## config.mk

```make
export PLATFORM = sky130hd
export DESIGN_NAME = stream_mux_flat
export DESIGN_NICKNAME = d
export VERILOG_FILES = /design/src/rtl/stream_mux_if.sv /design/src/rtl/stream_mux.sv /design/src/flat_wrapper.sv
export SDC_FILE = /design/constraint.sdc
export NUM_CORES = 1
export LEC_CHECK = 0
export CAP_MARGIN = 10
export CORE_MARGIN = 10
export CORE_UTILIZATION = 35
export DETAILED_ROUTE_END_ITERATION = 8
export PLACE_DENSITY = 0.89
export SYNTH_ARGS = -nofsm -noshare
export SYNTH_HDL_FRONTEND = slang
export SYNTH_SLANG_ARGS = --single-unit
```

## constraint.sdc

```tcl
create_clock -name clk -period 2.97 [get_ports clk]
set_input_delay 0.4455 -clock clk [delete_from_list [all_inputs] [get_ports clk]]
set_output_delay 0.4455 -clock clk [all_outputs]
set_load 0.05 [all_outputs]
```

## src/rtl/stream_mux_if.sv

```systemverilog
//------------------------------------------------------------------------------
// stream_mux_if : N-channel input bundle plus single output stream for stream_mux
// Revision      : 1.0 - initial release
//------------------------------------------------------------------------------
`default_nettype none

interface stream_mux_if #(
    parameter int WIDTH = 8,
    parameter int N     = 4
);
    localparam int SW = $clog2(N);

    logic [SW-1:0]      sel;
    logic [N-1:0]       in_valid;
    logic [N*WIDTH-1:0] in_data;
    logic [N-1:0]       in_ready;
    logic               out_valid;
    logic [WIDTH-1:0]   out_data;
    logic [SW-1:0]      out_chan;
    logic               out_ready;

    modport master (
        output sel, in_valid, in_data, out_ready,
        input  in_ready, out_valid, out_data, out_chan
    );

    modport slave (
        input  sel, in_valid, in_data, out_ready,
        output in_ready, out_valid, out_data, out_chan
    );
endinterface

`default_nettype wire

```

## src/rtl/stream_mux.sv

```systemverilog
//------------------------------------------------------------------------------
// stream_mux : N-to-1 valid/ready stream multiplexer with a registered output,
//              select-directed (MODE 0) or round-robin (MODE 1) grant.
// Revision   : 1.0 - initial release
//------------------------------------------------------------------------------
`default_nettype none

module stream_mux #(
    parameter int WIDTH = 8,
    parameter int N     = 4,
    parameter int MODE  = 0
) (
    input  wire logic     clk,
    input  wire logic     rst_n,
    stream_mux_if.slave   bus
);
    localparam int SW = $clog2(N);

    logic [SW-1:0]    grant;
    logic             grant_valid;
    logic             grant_in_valid;
    logic [WIDTH-1:0] grant_data;
    logic [N-1:0]     in_ready;
    logic             load_en;
    logic             xfer;

    logic             valid_q, valid_d;
    logic [WIDTH-1:0] data_q,  data_d;
    logic [SW-1:0]    chan_q,  chan_d;

    assign load_en = !valid_q || bus.out_ready;

    generate
        if (MODE == 1) begin : g_rr
            logic [SW-1:0] ptr_q, ptr_d;
            logic [SW-1:0] hi_grant, lo_grant;
            logic          hi_found, lo_found;

            // Wrapping search = first requester at/above ptr, else lowest overall.
            always_comb begin
                hi_grant = '0;
                hi_found = 1'b0;
                lo_grant = '0;
                lo_found = 1'b0;
                for (int i = N - 1; i >= 0; i--) begin
                    if (bus.in_valid[i]) begin
                        lo_grant = SW'(i);
                        lo_found = 1'b1;
                        if (SW'(i) >= ptr_q) begin
                            hi_grant = SW'(i);
                            hi_found = 1'b1;
                        end
                    end
                end
                grant       = hi_found ? hi_grant : lo_grant;
                grant_valid = hi_found || lo_found;
            end

            always_comb begin
                ptr_d = ptr_q;
                if (xfer) begin
                    ptr_d = (grant == SW'(N - 1)) ? '0 : grant + SW'(1);
                end
            end

            always_ff @(posedge clk) begin
                if (!rst_n) begin
                    ptr_q <= '0;
                end else begin
                    ptr_q <= ptr_d;
                end
            end
        end else begin : g_sel
            always_comb begin
                grant       = bus.sel;
                grant_valid = (int'(bus.sel) < N);
            end
        end
    endgenerate

    always_comb begin
        in_ready       = '0;
        grant_data     = '0;
        grant_in_valid = 1'b0;
        for (int i = 0; i < N; i++) begin
            if (grant == SW'(i)) begin
                grant_data     = bus.in_data[i*WIDTH +: WIDTH];
                grant_in_valid = bus.in_valid[i];
                in_ready[i]    = rst_n && load_en && grant_valid;
            end
        end
    end

    assign xfer = rst_n && load_en && grant_valid && grant_in_valid;

    always_comb begin
        valid_d = load_en ? xfer : valid_q;
        data_d  = xfer ? grant_data : data_q;
        chan_d  = xfer ? grant : chan_q;
    end

    always_ff @(posedge clk) begin
        if (!rst_n) begin
            valid_q <= 1'b0;
            data_q  <= '0;
            chan_q  <= '0;
        end else begin
            valid_q <= valid_d;
            data_q  <= data_d;
            chan_q  <= chan_d;
        end
    end

    assign bus.in_ready  = in_ready;
    assign bus.out_valid = valid_q;
    assign bus.out_data  = data_q;
    assign bus.out_chan  = chan_q;

endmodule

`default_nettype wire
```

## src/flat_wrapper.sv

```systemverilog
// flat-port wrapper written by rule: the top's interface ports become plain ports
module stream_mux_flat 
#(
    parameter int WIDTH = 8,
    parameter int N     = 4,
    parameter int MODE  = 0
)
  (clk, rst_n, bus_sel, bus_in_valid, bus_in_data, bus_out_ready, bus_in_ready, bus_out_valid, bus_out_data, bus_out_chan);
  stream_mux_if #(.WIDTH(WIDTH), .N(N)) bus_i ();
  input  wire logic clk;
  input  wire logic rst_n;
  input wire logic [$bits(bus_i.sel)-1:0] bus_sel;
  input wire logic [$bits(bus_i.in_valid)-1:0] bus_in_valid;
  input wire logic [$bits(bus_i.in_data)-1:0] bus_in_data;
  input wire logic [$bits(bus_i.out_ready)-1:0] bus_out_ready;
  output wire logic [$bits(bus_i.in_ready)-1:0] bus_in_ready;
  output wire logic [$bits(bus_i.out_valid)-1:0] bus_out_valid;
  output wire logic [$bits(bus_i.out_data)-1:0] bus_out_data;
  output wire logic [$bits(bus_i.out_chan)-1:0] bus_out_chan;
  assign bus_i.sel = bus_sel;
  assign bus_i.in_valid = bus_in_valid;
  assign bus_i.in_data = bus_in_data;
  assign bus_i.out_ready = bus_out_ready;
  assign bus_in_ready = bus_i.in_ready;
  assign bus_out_valid = bus_i.out_valid;
  assign bus_out_data = bus_i.out_data;
  assign bus_out_chan = bus_i.out_chan;
  stream_mux #(.WIDTH(WIDTH), .N(N), .MODE(MODE)) u_core (.clk(clk), .rst_n(rst_n), .bus(bus_i));
endmodule
```

=== After elaboration in Yosys (flattened, before gate mapping) ===
Cells that the tools add are included.

* Eq/ne operators: 3
* Muxes and demuxes: 12
* Reductions and logical operators: 5

{| class="wikitable"
|+ Operators with widths
! operator !! count
|-
| two-way mux 8 bit || 4
|-
| two-way mux 1 bit || 8
|-
| equality test 2 bit (second input constant) || 2
|-
| equality test 2 x 1 -> 1 bit (second input constant) || 1
|-
| logical AND 1 bit || 2
|-
| zero test 2 bit || 1
|-
| zero test 1 bit || 1
|-
| logical OR 1 bit || 1
|}

* Bits in registers: 11
* Input port bits: 41
* Output and inout bits: 15

=== Logic depth before layout (Yosys ltp) ===
* Word-level depth: 6
* Mapped depth: 6
* Depth with buffers taken out: 4

=== Worst setup path before layout ===
OpenSTA, ideal clock, no wires.

* Kind: input port to output port
* Start: input bus_sel[0]
* End: output bus_in_ready[1]
* Data arrival time: 1.878 ns
* Setup slack: 0.646 ns
* Stages on the path: 4
* Cells stage by stage: buf_6 buf_4 inv_1 nor3_1

* Word-level cells in the longest chain between the ends: 2

{| class="wikitable"
|+ RTL lines
! what !! RTL line !! text
|-
| start, declared || flat_wrapper.sv:12 || <nowiki>input wire logic [$bits(bus_i.sel)-1:0] bus_sel;</nowiki>
|-
| equality test 2 x 1 -> 1 bit || stream_mux.sv:86 || <nowiki>if (grant == SW'(i)) begin</nowiki>
|-
| two-way mux 1 bit || stream_mux.sv:86 ||
|-
| end, declared || flat_wrapper.sv:16 || <nowiki>output wire logic [$bits(bus_i.in_ready)-1:0] bus_in_ready;</nowiki>
|}

No other way between the ends.

=== Worst setup path after layout ===
* Start: input rst_n
* End: output bus_in_ready[1]

* Word-level cells in the longest chain between the ends: 2

{| class="wikitable"
|+ RTL lines
! what !! RTL line !! text
|-
| start, declared || flat_wrapper.sv:11 || <nowiki>input wire logic rst_n;</nowiki>
|-
| logical AND 1 bit || stream_mux.sv:89 || <nowiki>in_ready[i] = rst_n && load_en && grant_valid;</nowiki>
|-
| two-way mux 1 bit || stream_mux.sv:86 ||
|}

No other way between the ends.

==> flow_metrics.env <==
export IMPL_grt_pass1_vias=864
export IMPL_setup_tns_final_ns=0
export IMPL_synth_top_cells_by_count="11 x dfxtp_1, 10 x a21boi_1, 10 x nand3_1, 10 x o21ai_1, 8 x mux4_2"
export IMPL_syn_num_nets=113
export IMPL_cap_violations=0
export IMPL_die_y_um=65.5
export IMPL_startpoint="rst_n"
export IMPL_synth_top_cell_by_area="dfxtp_1"
export IMPL_vias_per_cell=5.27
export IMPL_cts_tree="yes"
export IMPL_ctsResizeCount=0
export IMPL_synth_compound_area_share_pct=18.5
export IMPL_die_w_um=65.5
export IMPL_rsz0062_at_grt="no"
export IMPL_grtUsageTotal_pct=12.7
export IMPL_drtIter0Drc=23
export IMPL_ant_nets=0
export IMPL_timing_rr_start="u_core.bus.out_valid"
export IMPL_total_power_mw=0.487
export IMPL_slew_violations=0
export IMPL_ys_types=21
export IMPL_synth_simple_area_share_pct=16.4
export IMPL_area_growth_pct=86.9
export IMPL_ir_worst_vdd_mv=0.194
export IMPL_crit_type="input port to output pin"
export IMPL_setup_viol=0
export IMPL_cp_start_kind="input port"
export IMPL_ff2ff_setup_slack_ns=1.58
export IMPL_io_pins=56
export IMPL_synth_top_flop_cell="dfxtp_1"
export IMPL_hold_path_class="flop to flop"
export IMPL_synth_top_family_by_area="multiplexers"
export IMPL_synth_async_sr_flop_share_pct=0
export IMPL_arrival_ns=1.84
export IMPL_row_count=16
export IMPL_cts_reportedPaths_clkPinSlew_ns=0.07
export IMPL_cts_buffer_depth=2
export IMPL_dr_total_vias=811
export IMPL_postCtsSetupRepairBufs=0
export IMPL_yosys_area_share_xor_xnor_pct=0
export IMPL_htree_num_levels=1
export IMPL_synth_adder_area_share_pct=0
export IMPL_drt_wirelength_per_cell_um=17.8
export IMPL_crit_fanout=12
export IMPL_antenna_found_initial=0
export IMPL_synth_top_area_share_pct=30.4
export IMPL_syn_area_sq_um=723
export IMPL_yosysSeqAreaShare_pct=30.4
export IMPL_status="finished, final reports clean"
export IMPL_power_density_nw_per_um2=360
export IMPL_design_die_area_sq_um=4280
export IMPL_routabilityCongestion=0.755
export IMPL_yosys_warnings=0
export IMPL_grt_overflow_total=0
export IMPL_synthTopCellsByArea="dfxtp_1 30%, mux4_2 25%, a21boi_1 10%"
export IMPL_route_detailed_drc=0
export IMPL_final_nets=169
export IMPL_hpwl_um=2300
export IMPL_synth_edf_count=0
export IMPL_routed_wirelength_um=2750
export IMPL_maxClockFrequency_mhz=437
export IMPL_clock_skew_ns=0.000797
export IMPL_insertion_delay_ns=0.28
export IMPL_core_area_sq_um=1960
export IMPL_holdBufCountCts=0
export IMPL_crit_path_end_kind="output pin"
export IMPL_port_buffer_count=55
export IMPL_initial_utilization_pct=36.9
export IMPL_avgSynthCellArea_sq_um=10.0
export IMPL_synth_area_mux_share_pct=28.4
export IMPL_yosysMostFrequentCell="dfxtp_1"
export IMPL_syn_inst=72
export IMPL_fin_crit_sh_pct=77.0
export IMPL_n_antenna_cell=0
export IMPL_cts_root_buf="clkbuf_4"
export IMPL_clkSinkCount=11
export IMPL_slew_headroom_pct=57.7
export IMPL_numCtsBuffers=3
export IMPL_hp_start="u_core.bus.out_data[2]"
export IMPL_p_leak_nw=0.492
export IMPL_first_pass_iters=4
export IMPL_finalHoldViolCount=0
export IMPL_synth_seq_cells=11
export IMPL_grt_pass1_wl_um=4220
export IMPL_worst_pin_slew_ns=0.631
export IMPL_cp_data_required_time_ns=2.52
export IMPL_grt_max_degree=13
export IMPL_fin_crit_ns=2.29
export IMPL_final_layout_size_suffix_gt1_share_pct=16.5
## per-layer routing
layer,track usage (%),share of wire [%],vias up
li1,-,-,384
met1,13.3,41,383
met2,20.9,47,40
met3,5.93,11,4
met4,6.42,1.4,0
met5,0,0,-
## state kept, by name, indices dropped and copies added (netlist names)
register	flops
u_core.bus.out_data	8
u_core.bus.out_chan	2
u_core.bus.out_valid	1
## cells in the final DEF (no fill, tap or decap), drive strengths merged
| cell type | synthesis | layout |
|---|---|---|
| a21boi | 10 | 10 |
| a21oi | 1 | 1 |
| and3 | 1 | 1 |
| buf | 5 | 6 |
| clkbuf | 1 | 4 |
| clkdlybuf4s50 | 0 | 51 |
| dfxtp | 11 | 11 |
| inv | 2 | 2 |
| mux2 | 1 | 1 |
| mux2i | 1 | 1 |
| mux4 | 8 | 8 |
| nand2 | 2 | 2 |
| nand2b | 1 | 1 |
| nand3 | 10 | 10 |
| nor2b | 2 | 2 |
| nor3 | 5 | 5 |
| o21ai | 10 | 10 |
| or3 | 1 | 1 |
## power breakdown
part	switching, mW	internal [mW]
Combinational	0.104	0.110
Sequential	0.00606	0.160
Clock	0.0541	0.0522
Total	0.165	0.322
## cell families (layout without fill, tap and decap cells)
logic type	Yosys count	in the layout
and+or+nand+nor	22	22
buffers and inverters	8	63
DFF	11	11
muxes	10	10
AOI/OAI and AO/OA	21	21
## final cells by class
cell class              count  area (sq um)
fillers                   170           611
repair buffers             57           606
multi-input cells          53           458
flip-flops and latches     11           220
well taps                  27          33.8
clock buffers               4          26.3
inverters                   2          7.51
## worst max-delay path, cell delays in order
cell             delay, ns
clkdlybuf4s50_1       0.71
nand2_1               0.18
nor3_1                0.31
buf_12                0.19
## stage by stage
stage                     worst slack, ns  util [%]  area [sq um]  hold WS (ns)  instances
after floorplan                     0.646         -           723         0.599         72
after global placement              0.711      67.5          1330         0.449        150
final                               0.682      68.9          1350         0.467        154
after detailed placement            0.663      67.5          1330         0.457        150
after CTS                           0.669      68.9          1350         0.467        154
after global routing                0.563      68.9          1350         0.474        154
## worst paths after layout
path	endpoint	depth (start not counted)
max	bus_in_ready[1]	4
min	u_core.bus.out_data[2]	2
max reg2reg	u_core.bus.out_data[6]	4
min reg2reg	u_core.bus.out_data[2]	2
Note: power is estimated with default switching activity, not from simulation.
